[src/rtl/arb_pkg.sv]
// Shared types and defaults for the round-robin bus arbiter.
// Holds the FSM state enum and a one-hot to index helper.
package arb_pkg;

  localparam int N_MASTERS_DEF = 3;
  localparam int MW_DEF        = 2;
  localparam int HOLD_DEF      = 2;

  typedef enum logic {
    PARK,
    OWN
  } arb_state_e;

  // Index of the set bit in a one-hot vector of up to 8 bits.
  function automatic logic [2:0] onehot_to_idx(input logic [7:0] oh);
    logic [2:0] idx;
    idx = '0;
    for (int i = 0; i < 8; i++) begin
      if (oh[i]) idx = idx | 3'(i);
    end
    return idx;
  endfunction

endpackage

[src/rtl/rr_bus_arbiter_pick.sv]
// Rotating-priority encoder: first set req bit at or after start.
// Positions are scanned start, start+1, ... modulo N.
module rr_pick
  import arb_pkg::*;
#(
  parameter int N  = N_MASTERS_DEF,
  parameter int MW = MW_DEF
) (
  input  logic [N-1:0]  req,
  input  logic [MW-1:0] start,
  output logic [N-1:0]  pick,
  output logic          valid
);

  logic found;
  int   j;

  // Walk the ring from start and take the first requester.
  always_comb begin
    pick  = '0;
    found = 1'b0;
    j     = 0;
    for (int k = 0; k < N; k++) begin
      j = (int'(start) + k) % N;
      if (!found && req[j]) begin
        pick[j] = 1'b1;
        found   = 1'b1;
      end
    end
    valid = |req;
  end

endmodule

[src/rtl/rr_bus_arbiter.sv]
// Round-robin bus arbiter with bounded owner hold and registered master.
// Define RR_BUS_ARBITER_STARVE_MON_EN to enable the starvation monitor.
module rr_bus_arbiter
  import arb_pkg::*;
#(
  parameter int N_MASTERS = N_MASTERS_DEF,
  parameter int MW        = MW_DEF,
  parameter int HOLD      = HOLD_DEF,
  parameter int MAX_WAIT  = 4
) (
  input  logic                 i_clk,
  input  logic                 i_rst,
  input  logic [N_MASTERS-1:0] i_req,
  input  logic                 i_ready,
  output logic [N_MASTERS-1:0] o_grant,
  output logic [MW-1:0]        o_master,
  output logic                 o_starve
);

  localparam int HW = $clog2(HOLD) + 1;
  localparam logic [HW-1:0] HOLD_MAX = HW'(HOLD - 1);

  logic [N_MASTERS-1:0] grant_q, grant_d;
  logic [HW-1:0]        hold_q, hold_d;
  arb_state_e           state_q, state_d;
  logic [MW-1:0]        master_q;
  logic [MW-1:0]        owner;
  logic [MW-1:0]        start;
  logic [N_MASTERS-1:0] pick;
  logic                 pick_valid;
  logic                 own_req;
  logic                 oth_req;

  assign owner   = MW'(onehot_to_idx(8'(grant_q)));
  assign start   = (owner == MW'(N_MASTERS - 1)) ? '0 : owner + 1'b1;
  assign own_req = |(i_req & grant_q);
  assign oth_req = |(i_req & ~grant_q) & pick_valid;

  rr_pick #(
    .N  (N_MASTERS),
    .MW (MW)
  ) u_pick (
    .req   (i_req),
    .start (start),
    .pick  (pick),
    .valid (pick_valid)
  );

  // Next grant, hold count and state.
  always_comb begin
    grant_d = grant_q;
    hold_d  = hold_q;
    state_d = state_q;
    if (i_ready) begin
      if (own_req) begin
        state_d = OWN;
        if (hold_q < HOLD_MAX) begin
          hold_d = hold_q + 1'b1;
        end else begin
          hold_d = '0;
          if (oth_req) grant_d = pick;
        end
      end else if (oth_req) begin
        grant_d = pick;
        hold_d  = '0;
        state_d = OWN;
      end else begin
        hold_d  = '0;
        state_d = PARK;
      end
    end else if (!own_req && oth_req) begin
      grant_d = pick;
      hold_d  = '0;
      state_d = OWN;
    end
  end

  // Arbitration registers; ready commits the owner as master.
  always_ff @(posedge i_clk) begin
    if (i_rst) begin
      grant_q  <= N_MASTERS'(1);
      hold_q   <= '0;
      state_q  <= PARK;
      master_q <= '0;
    end else begin
      grant_q <= grant_d;
      hold_q  <= hold_d;
      state_q <= state_d;
      if (i_ready) master_q <= owner;
    end
  end

  assign o_grant  = grant_q;
  assign o_master = master_q;

`ifdef RR_BUS_ARBITER_STARVE_MON_EN
  logic [3:0]           wait_cnt [N_MASTERS];
  logic [N_MASTERS-1:0] starve_vec;

  // Per-master saturating wait counters.
  always_ff @(posedge i_clk) begin
    if (i_rst) begin
      for (int i = 0; i < N_MASTERS; i++) wait_cnt[i] <= '0;
    end else begin
      for (int i = 0; i < N_MASTERS; i++) begin
        if (i_req[i] && !grant_q[i]) begin
          if (wait_cnt[i] != 4'hf) wait_cnt[i] <= wait_cnt[i] + 4'd1;
        end else begin
          wait_cnt[i] <= '0;
        end
      end
    end
  end

  // Flag any master whose wait reached the threshold.
  always_comb begin
    for (int i = 0; i < N_MASTERS; i++) begin
      starve_vec[i] = (32'(wait_cnt[i]) >= MAX_WAIT);
    end
  end

  assign o_starve = |starve_vec;
`else
  assign o_starve = 1'b0;
`endif

endmodule

[config.mk]
export PLATFORM = sky130hd
export DESIGN_NAME = rr_bus_arbiter
export DESIGN_NICKNAME = d
export VERILOG_FILES = /design/src/rtl/arb_pkg.sv /design/src/rtl/rr_bus_arbiter_pick.sv /design/src/rtl/rr_bus_arbiter.sv
export SDC_FILE = /design/constraint.sdc
export NUM_CORES = 1
export LEC_CHECK = 0
export ABC_CLOCK_PERIOD_IN_PS = 1550
export BUFFER_PORTS_ARGS = -buffer_cell sky130_fd_sc_hd__buf_2
export CAP_MARGIN = 5
export CORE_AREA = 5 5 42 44
export CTS_BUF_LIST = sky130_fd_sc_hd__clkbuf_8
export DETAILED_ROUTE_END_ITERATION = 12
export DIE_AREA = 0 0 47 49
export SYNTH_ARGS = -nofsm -noshare
export SYNTH_HDL_FRONTEND = slang
export SYNTH_SLANG_ARGS = --single-unit
[constraint.sdc]
create_clock -name i_clk -period 1.55 [get_ports i_clk]
set_clock_uncertainty 0.2 [all_clocks]
set_input_delay 0.31 -clock i_clk [delete_from_list [all_inputs] [get_ports i_clk]]
set_output_delay 0.31 -clock i_clk [all_outputs]
set_load 0.02 [all_outputs]
Word-level counts from Yosys, hierarchy flattened

Index checks and enable logic that the tools add are counted.

Add/subtract/negate cells: 4
Div/mod/pow operators: 3
$lt $le $gt $ge: 7
Equal/unequal tests: 2
Mux-type cells: 32
Bitwise operators: 6
Reduce and logical (&&, ||, !) cells: 14

Operator list:

| cell                                                                          | count |
|---|---|
| 32-bit by 1-bit >= comparator with 1-bit output, second input constant        | 3 |
| 32-bit by 4-bit less-than comparator with 1-bit output, second input constant | 3 |
| 32-bit by 3-bit remainder unit with 32-bit output, second input constant      | 2 |
| 3-bit by 3-bit remainder unit with 32-bit output, second input constant       | 1 |
| 3-bit two-way mux                                                             | 8 |
| 1-bit two-way mux                                                             | 12 |
| 2-bit two-way mux                                                             | 6 |
| 3-bit OR reduction                                                            | 3 |
| 3-bit AND                                                                     | 2 |
| 1-bit binary-select mux with 2-bit select                                     | 3 |
| 1-bit demux with 2-bit select                                                 | 3 |
| 1-bit logical AND                                                             | 6 |
| 3-bit OR                                                                      | 2 |
| 2-bit by 1-bit adder with 2-bit output, second input constant                 | 2 |
| 2-bit by 1-bit adder with 3-bit output, second input constant                 | 1 |
| 2-bit by 2-bit adder with 3-bit output, second input constant                 | 1 |
| 1-bit zero test                                                               | 3 |
| 3-bit != test, second input constant                                          | 1 |
| 3-bit NOT                                                                     | 1 |
| 2-bit equality test, second input constant                                    | 1 |
| 2-bit by 1-bit less-than comparator with 1-bit output, second input constant  | 1 |
| 2-bit AND reduction                                                           | 1 |
| 2-bit nonzero test                                                            | 1 |
| 1-bit AND                                                                     | 1 |

Flip-flop bits (word level): 7

Depth between registers and ports, before layout

Word-level depth: 19
Gate-level depth with buffers: 6

By module

Synthesis repeated with hierarchy kept, for this count alone.

Cells, all modules: 83
Area total of the unflattened synthesis: 681.9 µm²

Modules (own cells, without submodules):

| module         | times used | cells an instance | area each (µm²) |
|---|---|---|---|
| rr_bus_arbiter | 1          | 47                | 406.6 |
| rr_pick        | 1          | 36                | 275.3 |

Least setup slack after synthesis

Ideal clock, no wire load.

Path kind: register -> register
Start point: register grant_q[2] (netlist: o_grant[2])
End point: register grant_q[1] (netlist: o_grant[1])
Setup time: 0.115 ns
Arrival time: 1.361 ns
Setup slack: -0.126 ns
Cell stages (with the launch flop): 5
Path buffers: 0
Period minus slack after synthesis: 1.676 ns
Cell sequence: dfxtp_1 a222oi_1 o32ai_2 mux2i_1 nor2_1

Cells in the longest elaborated chain, start to end: 18
Elaborated cells on any way between the ends: 60
Classes of those cells: add/sub: 3; div: 3; order compare: 6; eq/ne: 2; mux: 27; bitwise: 6; reduce/logical: 13

RTL lines:

| what                                                                                                       | RTL line             | text |
|---|---|---|
| from (decl)                                                                                                | rr_bus_arbiter.sv:23 | `logic [N_MASTERS-1:0] grant_q, grant_d;` |
| from (signal assigned)                                                                                     | rr_bus_arbiter.sv:86 | `grant_q <= grant_d;` |
| parallel branches: the longest is 18 deep, another holds 32-bit by 3-bit remainder unit with 32-bit output | n/a                  |  |

Several ways; the timed one is not identified. The select of a mux whose other input is x is not followed.
A chain may end at the register's enable or synchronous reset.

Worst setup path after layout

Start point: register grant_q[2] (netlist: o_grant[2])
End point: register hold_q[0]

Cells in the longest elaborated chain, start to end: 6
Elaborated cells on any way between the ends: 11
Classes of those cells: mux: 2; bitwise: 4; reduce/logical: 5

RTL lines:

| what                                | RTL line             | text |
|---|---|---|
| 3-bit NOT                           | rr_bus_arbiter.sv:37 | `assign oth_req = \|(i_req & ~grant_q) & pick_valid;` |
| 3-bit AND                           | rr_bus_arbiter.sv:37 |  |
| 3-bit OR reduction                  | rr_bus_arbiter.sv:37 |  |
| 1-bit AND                           | rr_bus_arbiter.sv:37 |  |
| 1-bit logical AND                   | rr_bus_arbiter.sv:71 | `end else if (!own_req && oth_req) begin` |
| 2-bit nonzero test (no source line) | n/a                  |  |
| to (signal assigned)                | rr_bus_arbiter.sv:87 | `hold_q <= hold_d;` |
| to (decl)                           | rr_bus_arbiter.sv:24 | `logic [HW-1:0] hold_q, hold_d;` |

Several ways; a longest one is shown, not always the timed one.

==> impl_results.md <==
* Status: finished, final reports clean
* CP endpoint kind: flip-flop
* CTS tree: built
* Fin util at 38.84%
* Hold Crit Depth at 2
* ANT cells at 0
* DP Area at 480.5 um2
* # setup viols final at 0
* Crit-path cells: a222oi_1 -> buf_4 -> and2b_4 -> nand2_1 -> a21oi_1
* Worst path required time at 1.46 ns
* Die area at 2303 um2
* Share of Yosys cell area claimed by the top area cell type at 36.01%
* Most frequent cells after synthesis: dfxtp_1 (7), inv_1 (4), nor2_1 (4)
* Compound-Gate Fraction of Synth Area at 21.54%
* Post-route cell area at 544.3 um2
* Fmax at 659.6 MHz
* CTS max path bufs at 2
* Switch Pwr at 179.1 uW
* GR Util met1 at 11.48%
* IR drop worst, VDD at 0.6181 mV
* Post-Synth XOR/XNOR Area at 0%
* Routed Antenna Nets at 0
* Multiplexer share of the synthesized area at 7.717%
* Comb power frac at 27.1%
* Cell count after synthesis at 45
* Resized Gates After CTS at 0
* Post-CTS setup buffers at 0
* Area contributors post-synth: dfxtp_1 (36%), mux2i_1 (7.7%), nor2b_1 (4.8%)
* Adder-cell area share of the yosys netlist at 3.215%
* Hold Crit Class: primary input to flip-flop
* Layout cell share with drive strength beyond 1 at 41.67%
* Sequential share of power at 34.1%
* First drt pass iteration count at 4
* Count leader, synth: dfxtp_1
* Pint at 449.9 uW
* WS Path Type: flip-flop to flip-flop
* Post-Route WL at 912 um
* Max incr delay on CP at 0.35 ns
* Clock Latency Late Sink at 0.22 ns
* Number of flops mapped to enable cells by yosys at 0
* Power per cell area at 1156 nW/um2
* Die H at 49 um
* Sw frac at 28.47%
* Synth Flop Type: dfxtp_1
* Clk sinks at 7
* R2R Setup Slk at 0.03 ns
* DRT iter0 DRCs at 9
* Slew Limit Fails at 0
* Chip Width at 47 um
* Worst reg-to-reg path cell count at 5
* Nets at 68
* Lkg Pwr at 0.2410 nW
* Total chip power at 628.9 uW
* Grt total ovfl at 0
* Max Cap Viol at 0
* Clock root buffer master: clkbuf_8
* Fin cells at 76
* Post-synth cell types at 23
* Crit path launch type: flip-flop
* Sequential area share after synthesis at 36.01%
* H-tree Lvls at 1
* Starting density of the core at 27.77%
* CTS Hold Bufs at 0
* Area growth syn-to-layout at 39.87%
* Hold_ws at 0.1353 ns
* Std-Cell Core Area at 1401 um2
* Setup TNS at 0 ns
* Vias in the first global route at 322
* Post-synth net total at 52
* Row count at 14
* WL/cell at 12.00 um
* Routability cong. at 0.7425
* Mapped Area at 389.1 um2
* Met2 Track Usage GR at 10.63%
* #FFs+latches synth at 7
* Dpl cells at 72
* CP Max Fanout at 5
* Slowest-stage cell, CP: dfxtp_4
* Fill cells at 155
* Synth warnings at 0
* Met3 usage at 1.107%
* DRC Markers at 0
* GRT Overall Usage at 8.674%
* Vias/cell at 4.684
* Post-synthesis simple-gate area fraction at 23.79%
* Min Clock Period, post-route at 1.516 ns
* Final hold violation count at 0
* Critical path arrival at 1.43 ns
* Largest family of logic cells by synthesized area: simple AND/OR/NAND/NOR gates
* Clk slew on worst S/H paths at 0.04 ns
* Via count at 356
* Fraction of registers with async set/reset at 0%
* HPWL Detailed at 647.4 um
* RSZ-0062 raised after global routing: yes
* Most used routing layer: met1
* IO Port Bufs at 10
* First-pass GRT wire length at 1407 um
* # IOs at 12
* Number of antenna violations at the first check in global routing at 0
* Setup WS pre-CTS at -0.02221 ns
* Crit share post-route at 97.80%
* Yosys top cell by area: dfxtp_1
* Synthesized area per cell at 8.647 um2
* Largest net degree at the start of global routing at 8
* Num CTS Buffers at 3
* Clock power share at 38.8%
* Post-route setup slack at 0.03403 ns
## sequential cells by signal, summed over array words and instances (netlist names)
register / flops
hold_q: 2
o_master: 2
o_grant: 3
## cell type report
class | instances | area (um2) | share of cell area (%)
Clock buffer | 3 | 41.29 | 7.586
Clock inverter | 1 | 3.754 | 0.6897
Inverter | 4 | 15.01 | 2.759
Multi-Input combinational cell | 32 | 246.5 | 45.29
Sequential cell | 7 | 145.1 | 26.67
Tap cell | 16 | 20.02 | 3.678
Timing Repair Buffer | 13 | 72.57 | 13.33
## worst paths after layout
kind	startpoint	to
worst max-delay path	o_grant[2]	hold_q[0]
worst min-delay path	i_rst	o_grant[2]
worst max register to register	o_grant[2]	hold_q[0]
worst min register to register	o_master[0]	o_master[0]
## routing by layer
layer	share of wire [%]	wire, um	vias up
met4	4.6	42	0
met5	0	0	-
met3	4.1	37	4
li1	-	-	185
met2	48	438	8
met1	43	394	159
## placed cells by master (no fill, tap or decap), drive strengths merged
| cell | netlist | final |
|---|---|---|
| buf | 1 | 13 |
| dfxtp | 7 | 7 |
| inv | 4 | 5 |
| nor2 | 4 | 4 |
| mux2i | 3 | 3 |
| nand2 | 3 | 3 |
| a21oi | 3 | 3 |
| clkbuf | 1 | 3 |
| and2b | 3 | 3 |
| nor2b | 3 | 3 |
| nand3b | 2 | 2 |
| a222oi | 1 | 1 |
| o31ai | 1 | 1 |
| a211oi | 1 | 1 |
| o32ai | 1 | 1 |
| o221ai | 1 | 1 |
| o22ai | 1 | 1 |
| nand3 | 1 | 1 |
| o21ai | 1 | 1 |
| o211ai | 1 | 1 |
| ha | 1 | 1 |
| conb | 1 | 1 |
## cell families (layout without fill, tap and decap cells)
group / count (synthesis) / count (layout)
other: 1 / 1
multiplexers: 3 / 3
buffers and inverters: 6 / 21
adder cells (fa/ha/maj): 1 / 1
AO/OA/AOI/OAI: 11 / 11
flip-flops: 7 / 7
AND/OR/NAND/NOR: 16 / 16
## power groups by stage
stage	registers (mW)	clock network, mW	logic, mW
global route	0.217	0.267	0.189
detailed placement	0.215	0	0.157
CTS	0.212	0.253	0.158
finish	0.214	0.244	0.171
floorplan	0.230	0	0.0908
global placement	0.215	0	0.157
## critical path: cells and delay by family (launching register included)
family / cells / cell delay [ns]
flops: 1 / 0.35
simple gates: 2 / 0.25
buf+inv: 1 / 0.21
compound gates: 2 / 0.39
Note: power is estimated with default switching activity, not from simulation.
